$ cat src/rtl/stopwatch_ctrl.sv
// Stopwatch button sequencer: per-button sync/debounce lanes feeding a 4-state control FSM.
// Optional long-press forced reset on LAP/RESET is built when STOPWATCH_LONG_PRESS_EN is defined.

module stopwatch_debounce #(
  parameter int DEBOUNCE_MS = 20
) (
  input  logic clk,
  input  logic rst,
  input  logic ms_tick,
  input  logic btn,
  output logic level,
  output logic press
);
  localparam int CW = $clog2(DEBOUNCE_MS + 1);
  localparam logic [CW-1:0] LAST = CW'(DEBOUNCE_MS - 1);

  logic [1:0]    sync;
  logic [CW-1:0] cnt;

  // The tick sees sync[1] as registered before this edge, so a same-cycle sync change is not used yet.
  always_ff @(posedge clk or posedge rst) begin
    if (rst) begin
      sync  <= '0;
      cnt   <= '0;
      level <= 1'b0;
      press <= 1'b0;
    end else begin
      sync  <= {sync[0], btn};
      press <= 1'b0;
      if (ms_tick) begin
        if (sync[1] != level) begin
          if (cnt == LAST) begin
            level <= ~level;
            cnt   <= '0;
            press <= ~level;
          end else begin
            cnt <= cnt + 1'b1;
          end
        end else begin
          cnt <= '0;
        end
      end
    end
  end
endmodule

module stopwatch_ctrl #(
  parameter int DEBOUNCE_MS   = 20,
  parameter int LONG_PRESS_MS = 1000
) (
  input  logic       clk,
  input  logic       rst,
  input  logic       ms_tick,
  input  logic       btn_start_stop,
  input  logic       btn_lap_reset,
  output logic       count_en,
  output logic       count_clr,
  output logic       lap_hold,
  output logic [1:0] state
);
  localparam int NUM_BTN = 2;

  typedef enum logic [1:0] {IDLE = 2'b00, RUN = 2'b01, STOP = 2'b10, LAP = 2'b11} st_e;

  logic [NUM_BTN-1:0] btn_raw, db_lvl, press;
  st_e  st_q, st_nxt;
  logic clr_nxt, en_nxt, hold_nxt, long_fire;

  assign btn_raw = {btn_lap_reset, btn_start_stop};

  // Lane 0 is START/STOP, lane 1 is LAP/RESET.
  for (genvar i = 0; i < NUM_BTN; i++) begin : g_btn
    stopwatch_debounce #(.DEBOUNCE_MS(DEBOUNCE_MS)) u_db (
      .clk     (clk),
      .rst     (rst),
      .ms_tick (ms_tick),
      .btn     (btn_raw[i]),
      .level   (db_lvl[i]),
      .press   (press[i])
    );
  end

`ifdef STOPWATCH_LONG_PRESS_EN
  localparam int HW = $clog2(LONG_PRESS_MS + 1);
  localparam logic [HW-1:0] LP_MAX = HW'(LONG_PRESS_MS);

  logic [HW-1:0] hold_cnt;

  // Saturating at LONG_PRESS_MS makes the forced reset fire once per hold.
  always_ff @(posedge clk or posedge rst) begin
    if (rst) begin
      hold_cnt  <= '0;
      long_fire <= 1'b0;
    end else begin
      long_fire <= 1'b0;
      if (!db_lvl[1]) begin
        hold_cnt <= '0;
      end else if (ms_tick && hold_cnt != LP_MAX) begin
        hold_cnt <= hold_cnt + 1'b1;
        if (hold_cnt == LP_MAX - 1'b1) long_fire <= 1'b1;
      end
    end
  end
`else
  logic unused_lp;
  assign unused_lp = ^{32'(LONG_PRESS_MS), db_lvl};
  assign long_fire = 1'b0;
`endif

  always_ff @(posedge clk or posedge rst) begin
    if (rst) begin
      st_q      <= IDLE;
      count_en  <= 1'b0;
      count_clr <= 1'b0;
      lap_hold  <= 1'b0;
    end else begin
      st_q      <= st_nxt;
      count_en  <= en_nxt;
      count_clr <= clr_nxt;
      lap_hold  <= hold_nxt;
    end
  end

  // START/STOP is tested first in every state, so it wins over a coincident LAP/RESET.
  always_comb begin
    st_nxt  = st_q;
    clr_nxt = 1'b0;
    if (long_fire) begin
      st_nxt  = IDLE;
      clr_nxt = 1'b1;
    end else begin
      case (st_q)
        IDLE: if (press[0]) st_nxt = RUN;
              else if (press[1]) clr_nxt = 1'b1;
        RUN:  if (press[0]) st_nxt = STOP;
              else if (press[1]) st_nxt = LAP;
        LAP:  if (press[0]) st_nxt = STOP;
              else if (press[1]) st_nxt = RUN;
        STOP: if (press[0]) st_nxt = RUN;
              else if (press[1]) begin
                st_nxt  = IDLE;
                clr_nxt = 1'b1;
              end
        default: st_nxt = IDLE;
      endcase
    end
  end

  always_comb begin
    en_nxt   = (st_nxt == RUN) || (st_nxt == LAP);
    hold_nxt = (st_nxt == LAP);
  end

  assign state = st_q;
endmodule

$ cat config.mk
export PLATFORM = sky130hd
export DESIGN_NAME = stopwatch_ctrl
export DESIGN_NICKNAME = d
export VERILOG_FILES = /design/src/rtl/stopwatch_ctrl.sv
export SDC_FILE = /design/constraint.sdc
export NUM_CORES = 1
export LEC_CHECK = 0
export ABC_CLOCK_PERIOD_IN_PS = 1400
export BUFFER_PORTS_ARGS = -buffer_cell sky130_fd_sc_hd__buf_2
export CORE_MARGIN = 3
export CORE_UTILIZATION = 50
export DETAILED_ROUTE_END_ITERATION = 16
export PLACE_DENSITY = 0.72
export SYNTH_ARGS = -nofsm -noshare
export SYNTH_HDL_FRONTEND = slang
export SYNTH_SLANG_ARGS = --single-unit
$ cat constraint.sdc
create_clock -name clk -period 1.4 [get_ports clk]
set_input_delay 0 -clock clk [delete_from_list [all_inputs] [get_ports clk]]
set_output_delay 0 -clock clk [all_outputs]
set_load 0.01 [all_outputs]
==> results.md <==
Synth:
- The mapped cell area is 0.001016 mm².
- Sorting the synthesized cells by how often they occur yields dfrtp_1, nand2_1, inv_1, nand2b_1.
- By area, the combinational part of the netlist is dominated by simple AND/OR/NAND/NOR gates.
- The average cell area after synthesis is 11.29 µm².
- Yosys printed 0 warnings.
- The area fraction in compound gates after synthesis is 0.1232.
- Counting flops with a built-in enable in the synthesized netlist gives 0.
- The portion of netlist area occupied by mux cells is 0.04310.
- The cell count after synthesis is 90.
- The share of the Yosys chip area taken by registers is 0.5665.
- The post-synthesis cell type count is 31.
- For this run, asynchronously set or reset flops after synthesis account for 1.000.
- The post-synthesis share of cell area spent on xor and xnor gates is 0.04310.
- Among all cell types in the netlist, the one instantiated most often is dfrtp_1.
- The most area-hungry cell type in the Yosys netlist is dfrtp_1.
- Of the total synthesized cell area, the portion taken by full adders, half adders and majority gates is 0.02463.
- The register bit total from synthesis is 23.
- The most frequently used flop master after synthesis is dfrtp_1.
- Sorting the synthesized cells by area gives the leading types as dfrtp_1, o2bb2ai_1, xor2_1.
- The post-synthesis net count is 97.
- The area fraction in and, or, nand and nor cells after synthesis is 0.1700.
- The share of synthesized area in the top cell type comes to 0.5665.

STA:
- The setup TNS is 0 ns.
- Setup repair after global routing left no endpoint under its margin.
- Based on the critical path, the design can be clocked at up to 746.7 MHz.
- Of the available clock period, the critical path in the final layout requires 0.9565.
- The final count of pins violating max slew is 0.
- Counting I/O delays and the setup requirement, the final critical path takes 1.339 ns.
- The worst slew slack as a fraction of its limit is 0.8091.
- The number of hold-slack violations in the final timing report is 0.
- The final worst clock skew is 0.006116 ns.
- For the pin with the worst max-slew slack, the measured transition is 0.2864 ns.
- The final setup violation count is 0.
- The tightest hold margin is 0.02060 ns.

Detailed routing:
- Dividing the detail-routed wire length by the instance count gives 12.83 µm.
- The via density per instance is 5.304.
- The final routed wirelength across all metal layers is 1770 µm.
- For this run, design rule violations remaining after detail routing come to 0.
- The detailed router finished its first iteration with 36 violations.
- In this run the remaining antenna-violating nets after routing total 0.
- The number of iterations in the first detailed-routing pass is 4.
- The via total after detailed routing is 732.

Die:
- The floorplan row count is 15.
- The die width is 51.08 µm.
- The starting density of the core is 0.5581.
- The full die area is 0.002609 mm².
- The die span in y is 51.08 µm.
- The I/O pin count is 10.
- In this run the standard cell core region covers 0.001821 mm².

Place:
- In this run the tool buffered the top-level ports with 9 buffer cells.
- The final weighted congestion of routability-driven global placement is 0.8601.
- The instance count after placement with tap cells included is 130.
- The half-perimeter wire length after placement is 1249 µm.
- The total placed instance area is 0.001137 mm².

Min path:
- The min-delay analysis places its worst path in the category input pin to flip-flop.
- The hold-critical path endpoint is g_btn[0].u_db.cnt[1].
- The number of cells on the worst hold path is 3.
- The origin of the worst min-delay path is ms_tick.

Clock tree:
- The CTS tree is yes.
- The clock sink count is 23.
- The cell sitting at the root of the clock tree is a clkbuf_4.
- The CTS H-tree depth is 1.
- The register clock-pin slew on the reported worst setup and hold paths is 0.11 ns.
- TritonCTS created 3 clock buffers.
- The clock reaches the later pin of the worst-skew pair after 0.30 ns.
- The deepest clock path buffer count is 2.

Final layout:
- The net count of the finished layout is 121.
- Compared with the post-synthesis result, the final layout area differs by 19.58%.
- The multi-input combinational cell area is 424.2 µm².
- The number of antenna diodes is 0.
- At the end of the flow the core is filled with cells to 0.6674.
- The post-route non-filler standard cell count is 138.
- In the final layout, the share of cells above drive strength 1 is 0.2566.
- Across the whole layout, storage elements account for 575.6 µm².
- The number of filler cells placed in the layout is 148.
- The finished layout cell area is 0.001215 mm².

Global route:
- The overall global routing resource usage is 0.1676.
- Entering global routing, the biggest net connects 24 pins.
- The total overflow reported by the global router is 0.
- The number of antenna violations at the first check in global routing was 0.
- The wire length of the first global-routing pass is 3132 µm.
- The number of global-route vias before repair is 732.

Setup path:
- The start-to-end type of the worst setup path is flip-flop to flip-flop.
- For the worst setup path, the data arrival time is 1.54 ns.
- The category of the worst setup path launch point is a flip-flop.
- Data on the critical path is required at its endpoint by 1.60 ns.
- The destination of the worst register-to-register timing path is g_btn[1].u_db.level.
- The worst setup slack for register-to-register paths is 0.06 ns.
- The worst setup path is captured at a flip-flop.
- In this run the critical register-to-register path is launched from g_btn[1].u_db.cnt[1].
- In this run the worst setup path begins at g_btn[1].u_db.cnt[1].
- The worst register-to-register path has a depth of 4.
- The largest fanout on the critical path is 3.

Pwr:
- Power spread over the standard cell area amounts to 1196 mW/mm².
- The worst-case IR drop observed on VDD is 783.4 µV.
- For this design the static power due to leakage is 0.5877 nW.

Status:
- The run finished with clean final reports.

Run:
- Across the run, the number of max-cap violations was 0.
[critical path, cell delays in order, from the launching register on]
cell	delay, ns
dfrtp_1	0.42
ha_2	0.18
and4bb_2	0.23
nand2_2	0.08
mux2_2	0.33
[where the power goes]
group | switching (mW) | internal (mW)
clock network | 0.178 | 0.111
logic | 0.150 | 0.170
registers | 0.0892 | 0.755
total | 0.417 | 1.04
[cells in the final DEF, fill, tap and decap left out, drive strengths merged]
| cell type | instances |
|---|---|
| nor3 | 1 |
| buf | 17 |
| o2bb2ai | 4 |
| and3b | 1 |
| nand2b | 5 |
| mux2 | 3 |
| or3 | 1 |
| a21boi | 1 |
| inv | 6 |
| o211ai | 1 |
| xor2 | 4 |
| a211oi | 1 |
| nand4b | 1 |
| ha | 2 |
| a221o | 1 |
| nand2 | 8 |
| dlygate4sd3 | 3 |
| o22ai | 1 |
| dfrtp | 23 |
| o21ai | 3 |
| clkbuf | 4 |
| nor2b | 2 |
| nor3b | 2 |
| o31ai | 1 |
| nand3b | 1 |
| a22o | 1 |
| nand3 | 4 |
| a21oi | 4 |
| mux2i | 1 |
| and4bb | 1 |
| xnor2 | 1 |
| nor2 | 4 |
[per-stage QoR]
step	setup slack, ns	power, mW
floorplan	0.02643	1.033
global placement	0.08382	1.132
detailed placement	0.03657	1.149
CTS	0.01945	1.446
global route	0.01065	1.564
finish	0.06083	1.453
[final cells by class]
cell class	instances	area share
clock buffer	4	0.02163
tap	25	0.02575
inverter	6	0.01854
multi-input combinational	60	0.3491
timing repair buffer	20	0.1112
sequential	23	0.4737
[kinds of logic after synthesis]
family	after synthesis
flops	23
mux	4
simple gates	31
fa+ha+maj	2
xor+xnor	5
compound gates	18
buf+inv	7
[state kept, by name, indices dropped and copies added, names as in the netlist]
signal and flops:
g_btn.u_db.cnt 10, count_clr 1, g_btn.u_db.press 2, count_en 1, state 2, g_btn.u_db.level 2
lap_hold 1, g_btn.u_db.sync 4
[worst max-delay path by stage]
stage / to / slack (ns) / cells past startpoint
global route: g_btn[0].u_db.cnt[0] / 0.01 / 5
floorplan: g_btn[1].u_db.level / 0.03 / 4
detailed placement: g_btn[1].u_db.level / 0.04 / 4
CTS: g_btn[1].u_db.level / 0.02 / 4
global placement: g_btn[1].u_db.level / 0.08 / 4
finish: g_btn[1].u_db.level / 0.06 / 4
[layer usage]
metal / vias up / part of all wire / track usage
li1: 360 / - / -
met1: 351 / 0.48 / 0.1981
met2: 17 / 0.45 / 0.2704
met3: 4 / 0.053 / 0.06122
met4: 0 / 0.013 / 0.07623
met5: - / 0 / 0
[timing repair]
action | in CTS | in global routing
hold buffers | 3 | 0
hold endpoints to repair | 25 | 0
setup endpoints to repair | 0 | 3
resized for setup | 0 | 5
buffers inserted | 0 | 1
Note: power is estimated with default switching activity, not from simulation.
